<file path="src/rtl/keypad_entry_ctrl.sv">
// Keypad digit entry controller: collects four BCD digits from a 10-line keypad.
// Define KEYPAD_DEBOUNCE_EN to require DEB_CYCLES stable samples before a key is accepted.
module keypad_entry_ctrl #(
    parameter int DEB_CYCLES = 4
) (
    input  logic        clk,
    input  logic        rst,
    input  logic [9:0]  key,
    input  logic        clr,
    input  logic        ack,
    output logic [15:0] digits,
    output logic [2:0]  count,
    output logic        valid,
    output logic        key_evt,
    output logic        err
);

    typedef enum logic [1:0] {
        ST_IDLE     = 2'd0,
        ST_HELD     = 2'd1,
`ifdef KEYPAD_DEBOUNCE_EN
        ST_FULL     = 2'd2,
        ST_DEBOUNCE = 2'd3
`else
        ST_FULL     = 2'd2
`endif
    } state_t;

    state_t      state_r, state_nxt_s;
    logic        single_s, multi_s, none_s;
    logic [3:0]  code_s;
    logic        accept_s, err_pulse_s, clear_s;
    logic [15:0] digits_r;
    logic [2:0]  count_r;
    logic        valid_r, key_evt_r, err_r;

`ifdef KEYPAD_DEBOUNCE_EN
    localparam logic [3:0] DEB_LIM       = 4'(DEB_CYCLES);
    localparam bit         DEB_IMMEDIATE = (DEB_CYCLES <= 1);
    logic [3:0] deb_cnt_r, deb_cnt_nxt_s;
    logic [3:0] code_r, code_nxt_s;
    logic       same_key_s, deb_done_s;

    assign same_key_s = single_s && (code_s == code_r);
    assign deb_done_s = ((deb_cnt_r + 4'd1) == DEB_LIM);
`endif

    // Key classification: one-hot patterns are single presses and map to their BCD code
    always_comb begin
        single_s = 1'b1;
        code_s   = 4'd0;
        case (key)
            10'b00_0000_0001: code_s = 4'd0;
            10'b00_0000_0010: code_s = 4'd1;
            10'b00_0000_0100: code_s = 4'd2;
            10'b00_0000_1000: code_s = 4'd3;
            10'b00_0001_0000: code_s = 4'd4;
            10'b00_0010_0000: code_s = 4'd5;
            10'b00_0100_0000: code_s = 4'd6;
            10'b00_1000_0000: code_s = 4'd7;
            10'b01_0000_0000: code_s = 4'd8;
            10'b10_0000_0000: code_s = 4'd9;
            default:          single_s = 1'b0;
        endcase
        none_s  = (key == 10'd0);
        multi_s = !none_s && !single_s;
    end

    // State register
    always_ff @(posedge clk) begin
        if (rst) begin
            state_r <= ST_IDLE;
        end else begin
            state_r <= state_nxt_s;
        end
    end

    // Next-state logic; clear forces IDLE from anywhere
    always_comb begin
        state_nxt_s = state_r;
        if (clr) begin
            state_nxt_s = ST_IDLE;
        end else begin
            case (state_r)
                ST_IDLE: begin
                    if (single_s) begin
`ifdef KEYPAD_DEBOUNCE_EN
                        state_nxt_s = DEB_IMMEDIATE ? ST_HELD : ST_DEBOUNCE;
`else
                        state_nxt_s = ST_HELD;
`endif
                    end else if (multi_s) begin
                        state_nxt_s = ST_HELD;
                    end else begin
                        state_nxt_s = ST_IDLE;
                    end
                end
`ifdef KEYPAD_DEBOUNCE_EN
                ST_DEBOUNCE: begin
                    if (same_key_s) begin
                        state_nxt_s = deb_done_s ? ST_HELD : ST_DEBOUNCE;
                    end else begin
                        state_nxt_s = ST_IDLE;
                    end
                end
`endif
                ST_HELD: begin
                    if (none_s) begin
                        state_nxt_s = (count_r == 3'd4) ? ST_FULL : ST_IDLE;
                    end else begin
                        state_nxt_s = ST_HELD;
                    end
                end
                ST_FULL: begin
                    if (ack) begin
                        state_nxt_s = ST_IDLE;
                    end else begin
                        state_nxt_s = ST_FULL;
                    end
                end
                default: state_nxt_s = ST_IDLE;
            endcase
        end
    end

    // Action decode: accept/err/clear strobes and debounce bookkeeping
    always_comb begin
        accept_s    = 1'b0;
        err_pulse_s = 1'b0;
        clear_s     = 1'b0;
`ifdef KEYPAD_DEBOUNCE_EN
        deb_cnt_nxt_s = 4'd0;
        code_nxt_s    = code_r;
`endif
        if (clr) begin
            clear_s = 1'b1;
        end else begin
            case (state_r)
                ST_IDLE: begin
                    if (single_s) begin
`ifdef KEYPAD_DEBOUNCE_EN
                        if (DEB_IMMEDIATE) begin
                            accept_s = 1'b1;
                        end else begin
                            deb_cnt_nxt_s = 4'd1;
                            code_nxt_s    = code_s;
                        end
`else
                        accept_s = 1'b1;
`endif
                    end else if (multi_s) begin
                        err_pulse_s = 1'b1;
                    end else begin
                        err_pulse_s = 1'b0;
                    end
                end
`ifdef KEYPAD_DEBOUNCE_EN
                ST_DEBOUNCE: begin
                    if (same_key_s && deb_done_s) begin
                        accept_s = 1'b1;
                    end else if (same_key_s) begin
                        deb_cnt_nxt_s = deb_cnt_r + 4'd1;
                    end else begin
                        deb_cnt_nxt_s = 4'd0;
                    end
                end
`endif
                ST_FULL: begin
                    if (ack) begin
                        clear_s = 1'b1;
                    end else begin
                        clear_s = 1'b0;
                    end
                end
                default: begin
                    accept_s = 1'b0;
                end
            endcase
        end
    end

    // Entry buffer and registered output strobes
    always_ff @(posedge clk) begin
        if (rst) begin
            digits_r  <= 16'h0000;
            count_r   <= 3'd0;
            valid_r   <= 1'b0;
            key_evt_r <= 1'b0;
            err_r     <= 1'b0;
        end else begin
            key_evt_r <= accept_s;
            err_r     <= err_pulse_s;
            if (clear_s) begin
                digits_r <= 16'h0000;
                count_r  <= 3'd0;
                valid_r  <= 1'b0;
            end else if (accept_s) begin
                digits_r <= {digits_r[11:0], code_s};
                count_r  <= count_r + 3'd1;
                valid_r  <= (count_r == 3'd3);
            end else begin
                digits_r <= digits_r;
                count_r  <= count_r;
                valid_r  <= valid_r;
            end
        end
    end

`ifdef KEYPAD_DEBOUNCE_EN
    // Debounce counter and latched candidate code
    always_ff @(posedge clk) begin
        if (rst) begin
            deb_cnt_r <= 4'd0;
            code_r    <= 4'd0;
        end else begin
            deb_cnt_r <= deb_cnt_nxt_s;
            code_r    <= code_nxt_s;
        end
    end
`endif

    assign digits  = digits_r;
    assign count   = count_r;
    assign valid   = valid_r;
    assign key_evt = key_evt_r;
    assign err     = err_r;

endmodule

</file>
<file path="config.mk">
export PLATFORM = sky130hd
export DESIGN_NAME = keypad_entry_ctrl
export DESIGN_NICKNAME = d
export VERILOG_FILES = /design/src/rtl/keypad_entry_ctrl.sv
export SDC_FILE = /design/constraint.sdc
export NUM_CORES = 1
export LEC_CHECK = 0
export ABC_AREA = 1
export CORE_MARGIN = 2
export CORE_UTILIZATION = 48
export CTS_CLUSTER_DIAMETER = 40
export CTS_CLUSTER_SIZE = 10
export DETAILED_ROUTE_END_ITERATION = 10
export GPL_TIMING_DRIVEN = 0
export PLACE_DENSITY_LB_ADDON = 0.1
export SYNTH_ARGS = -nofsm -noshare
export SYNTH_HDL_FRONTEND = slang
export SYNTH_SLANG_ARGS = --single-unit
</file>
<file path="constraint.sdc">
create_clock -name clk -period 2 [get_ports clk]
set_input_delay 0.6 -clock clk [delete_from_list [all_inputs] [get_ports clk]]
set_output_delay 0.6 -clock clk [all_outputs]
set_load 0.005 [all_outputs]
</file>
=== Yosys cells after proc, flatten, opt, wreduce, memory -nomap -nowiden ===
Index checks and enable logic that the tools add are counted.

* Bits of input ports: 14
* Logic and storage cells: 46
* Bits in registers: 24
* Output and inout bits: 22

* Bitwise gates (word level): 1
* Reductions and logical operators: 9
* Add/subtract/negate cells: 1
* Eq/ne operators: 14
* Mux-type cells: 15

{| class="wikitable"
|+ Operators by type and width
! kind !! number
|-
| 4-bit one-hot mux with 9 select lines || 1
|-
| 10-bit by 1-bit equality test with 1-bit output, second input constant || 1
|-
| 10-bit equality test, second input constant || 1
|-
| 10-bit by 2-bit equality test with 1-bit output, second input constant || 1
|-
| 10-bit by 3-bit equality test with 1-bit output, second input constant || 1
|-
| 10-bit by 4-bit equality test with 1-bit output, second input constant || 1
|-
| 10-bit by 5-bit equality test with 1-bit output, second input constant || 1
|-
| 10-bit by 6-bit equality test with 1-bit output, second input constant || 1
|-
| 10-bit by 7-bit equality test with 1-bit output, second input constant || 1
|-
| 10-bit by 8-bit equality test with 1-bit output, second input constant || 1
|-
| 10-bit by 9-bit equality test with 1-bit output, second input constant || 1
|-
| 10-bit logical NOT || 1
|-
| 1-bit 2-to-1 mux || 10
|-
| 10-bit OR reduction || 1
|-
| 2-bit 2-to-1 mux || 3
|-
| 2-bit one-hot mux with 3 select lines || 1
|-
| 2-bit OR reduction || 2
|-
| 4-bit OR reduction || 1
|-
| 3-bit by 1-bit adder with 3-bit output, second input constant || 1
|-
| 3-bit by 2-bit equality test with 1-bit output, second input constant || 1
|-
| 3-bit equality test, second input constant || 1
|-
| 2-bit by 1-bit equality test with 1-bit output, second input constant || 1
|-
| 2-bit equality test, second input constant || 1
|-
| 1-bit logical NOT || 2
|-
| other kinds (3) || 3
|}

=== Depth between registers and ports, before layout ===
* Word-level depth: 8
* Mapped depth: 12
* Gate-level depth less buffers: 11

=== Worst setup path after synthesis ===
No wires, ideal clock.

* Path type: input port to flip-flop
* Start: input port key[5]
* End: register digits_r[5], in the netlist digits[5]
* Cell stages on the path: 11
* Path buffers: 1
* Library setup time: 0.113 ns
* Required time: 1.887 ns
* Arrival time: 1.572 ns
* Setup slack: 0.315 ns
* Cell sequence: nor2_4 > nand2_4 > nor2_4 > nand2_2 > nand2_2 > inv_2 > nand3_4 > nand2_4 > buf_4 > nor2_1 > nor2_1

* Cells in the longest elaborated chain, start to end: 6
* Elaborated cells between the ends (all ways): 15
* Classes of those cells: 10 x eq/ne; 4 x mux; 1 x reduce/logical

{| class="wikitable"
|+ RTL lines
! item !! line !! text
|-
| from (decl) || 8 || <nowiki>input logic [9:0] key,</nowiki>
|-
| 10-bit equality test (tied with other cells) || 52 || <nowiki>case (key)</nowiki>
|-
| 10-bit OR reduction (no line) (*) || -- ||
|-
| 1-bit 2-to-1 mux (*) || 52 ||
|-
| 1-bit 2-to-1 mux (*) || 140 || <nowiki>if (single_s) begin</nowiki>
|-
| 1-bit 2-to-1 mux (*) || 138 || <nowiki>case (state_r)</nowiki>
|-
| 1-bit 2-to-1 mux (*) || 135 || <nowiki>if (clr) begin</nowiki>
|-
| to (signal assigned) || 198 || <nowiki>digits_r <= {digits_r[11:0], code_s};</nowiki>
|-
| to (signal assigned) || 202 || <nowiki>digits_r <= digits_r;</nowiki>
|-
| to (decl) || 33 || <nowiki>logic [15:0] digits_r;</nowiki>
|}

Every way passes the cells marked *; elsewhere a longest branch is shown, timed or not.
A chain may end at the register's enable or synchronous reset.

=== Worst setup path in the final report ===
* Start: register count_r[0], in the netlist count[0]
* End: output port count[0]

{| class="wikitable"
|+ RTL lines
! item !! line !! text
|-
| from (decl) || 34 || <nowiki>logic [2:0] count_r;</nowiki>
|-
| from (signal assigned) || 199 || <nowiki>count_r <= count_r + 3'd1;</nowiki>
|-
| from (signal assigned) || 203 || <nowiki>count_r <= count_r;</nowiki>
|-
| to (decl) || 12 || <nowiki>output logic [2:0] count,</nowiki>
|}

No word-level cell between the ends.

==> results.py <==
metrics = {
    "global_routing": {
        "grt_max_degree": 15,
        "busiest_layer": "met2",
        "grt_pass1_wl_mm": 4.60,
        "antenna_found_initial": 0,
        "grtUsageMet3_pct": 1.36,
        "grt_use_total_pct": 17.3,
        "use_met2_pct": 29.4,
        "met1_usage_pct": 23.1,
        "grt_pass1_vias": 1136,
        "grt-ovfl-total": 0,
    },
    "synthesis": {
        "ys_ff_latch": 24,
        "yosysSeqAreaShare_pct": 35.3,
        "syn_inst": 214,
        "synth.area.mux_share_pct": 0,
        "synth_fa_ha_area_share_pct": 2.76,
        "synth_compound_area_share_pct": 0.736,
        "synthesis.nets": 231,
        "synth_xor_area_share_pct": 0.644,
        "netlist_area_mm2": 0.00136,
        "ys_warn_count": 0,
        "synthSimpleGateAreaFrac_pct": 47.9,
        "avgSynthCellArea_um2": 6.36,
        "synth_cell_types": 22,
        "synth_top_family_by_area": "simple AND/OR/NAND/NOR gates",
    },
    "routing": {
        "dr.pass1.iters": 4,
        "drt_iter0_drc": 35,
        "via_per_inst": 4.64,
        "routedWlPerCell_um": 9.42,
        "routed_wirelength_mm": 2.70,
        "drc": 0,
        "ant_nets": 0,
        "vias": 1328,
    },
    "layout": {
        "insertedDiodeCount": 0,
        "syn2layout_area_growth_pct": 35.8,
        "mostFrequentLayoutCell": "nand2_1",
        "layout_common_cells": "55 x nand2_1, 52 x nor2_1, 32 x inv_1",
        "fin_nets": 273,
        "fin_cells": 286,
        "drive_gt1_share_pct": 11.8,
    },
    "clock_network": {
        "hold_buffers": 0,
        "clockBufferDepth": 2,
        "cts_tree": "yes",
        "cts_root_buf": "clkbuf_4",
        "clk_pin_slew_ps": 140,
        "cts_max_level": 1,
        "cts_buffers": 3,
        "clock_sinks": 24,
        "worstSkewPairLatency_ps": 320,
    },
    "placement": {
        "dp_cells": 280,
        "hpwl_mm": 2.00,
        "gp_routability_congestion": 0.759,
        "portBuffers": 35,
    },
    "power": {
        "p_leak_nw": 1.01,
        "total_power_mw": 0.928,
        "vdd_drop_max_mv": 0.436,
        "power_density_mw_per_mm2": 503,
    },
    "timing": {
        "hold_viol_final": 0,
        "finalClockSkew_ps": 8.11,
        "period_minus_slack_ps": 1860,
        "finalSetupTns_ps": 0,
        "tightestPinTransition_ps": 384,
        "fin_crit_sh_pct": 93.2,
        "max_slew_margin_pct": 74.3,
        "setup_viol": 0,
        "slew_viol_final": 0,
        "rsz0062_at_grt": "false",
        "whs_ps": 507,
        "fmax_mhz": 537,
    },
    "setup_path": {
        "crit_required_ps": 1400,
        "crit_family": "buffers and inverters",
        "crit_type": "flop to output port",
        "path_buf_inv": 1,
        "worstSetupEndpointType": "output port",
        "arrival_ps": 1260,
        "rr_worst_depth": 5,
        "start_kind": "flop",
        "r2r_end": "digits[4]",
        "cpPeakStageDelay_ps": 530,
        "cp_max_fo": 5,
        "r2r_slack_ps": 720,
        "worstReg2RegStart": "state_r[1]",
        "worstPathCellList": "clkdlybuf4s50_1",
        "cp_slowest_cell": "clkdlybuf4s50_1",
        "crit_cells": 1,
    },
    "die": {
        "die_h_um": 57.2,
        "dieWidth_um": 57.2,
        "start_util_pct": 49.7,
        "core_area_mm2": 0.00273,
        "row_count": 19,
        "ios": 36,
        "die-area_mm2": 0.00328,
    },
    "worst_hold_path": {
        "min_path_cells": 2,
        "min_path_type": "flop to flop",
        "holdPathEnd": "digits[10]",
        "min_from": "digits[6]",
    },
    "outcome": {
        "status": "completed",
    },
    "flow_run": {
        "max-cap-violations": 0,
    },
}
-- synth_stat cells --
cell type  number  area [um^2]
ha_1            3         37.5
nand3_4         1         17.5
nand2_4         2         22.5
nor2_4          3         33.8
and3_1          1         6.26
dfxtp_1        24          480
inv_1          32          120
nor3_1          4         20.0
nand2_2         3         18.8
buf_6           2         22.5
buf_4           1         7.51
nand3_1        13         65.1
nand3b_1        1         7.51
xor2_1          1         8.76
nor2_1         54          203
nor3_4          1         16.3
nand4_1         2         12.5
inv_2           3         11.3
buf_2           2         10.0
nand2_1        56          210
nor2_2          3         18.8
a21oi_1         2         10.0
-- per-layer routing --
layer  vias to the layer above  share of wire, %
met3                         4               3.0
met1                       580                47
met4                         0               1.4
met2                        27                49
met5                         -                 0
li1                        717                 -
-- timing repair --
action	4_1_cts	5_1_grt
setup buffers	2	0
setup endpoints to repair	9	21
resized for setup	5	10
pin swaps	4	5
-- layout make-up --
| cell class | count | area [um^2] |
|---|---|---|
| sequential | 24 | 480 |
| fill | 261 | 887 |
| tap | 31 | 38.8 |
| inverter | 35 | 131 |
| clock inverter | 1 | 30.0 |
| multi-input combinational | 150 | 721 |
| buffer | 5 | 43.8 |
| timing repair buffer | 37 | 379 |
| clock buffer | 3 | 22.5 |
-- sequential cells by signal, indices dropped and copies added (netlist names) --
register / flops
digits: 16
count: 3
state_r: 2
err: 1
key_evt: 1
valid: 1
-- worst max-delay path by stage --
| stage | slack [ps] | endpoint | from |
|---|---|---|---|
| global route | 80 | count[0] | count[0] |
| CTS | 60 | digits[4] | key[3] |
| detailed placement | -390 | digits[4] | key[9] |
| finish | 140 | count[0] | count[0] |
| global placement | -350 | valid | key[9] |
| floorplan | 320 | digits[5] | key[5] |
-- logic make-up (layout without fill, tap and decap cells) --
family,Yosys count,count (layout)
simple gates,144,144
fa+ha+maj,3,3
compound gates,2,2
buf+inv,40,81
xor+xnor,1,1
flops,24,24
-- where the power goes --
group	switching (mW)	total, mW	internal (mW)
Clock	0.149	0.351	0.203
Sequential	0.00207	0.483	0.481
Combinational	0.0527	0.0940	0.0413
-- per-stage QoR --
step	cell area [um^2]	utilization, %	setup WS (ps)
floorplan	1360	-	315
global placement	1750	64.0	-352
detailed placement	1750	64.0	-394
CTS	1820	66.6	60.0
global route	1850	67.6	79.4
finish	1850	67.6	137
-- worst register-to-register path, stage by stage (launching register included) --
cell     delay, ps
dfxtp_1        400
nor3_4         380
nand2_4        110
buf_6          160
nor2_1         100
nor2_1          50
No activity file was read; power rests on OpenSTA's default activity.
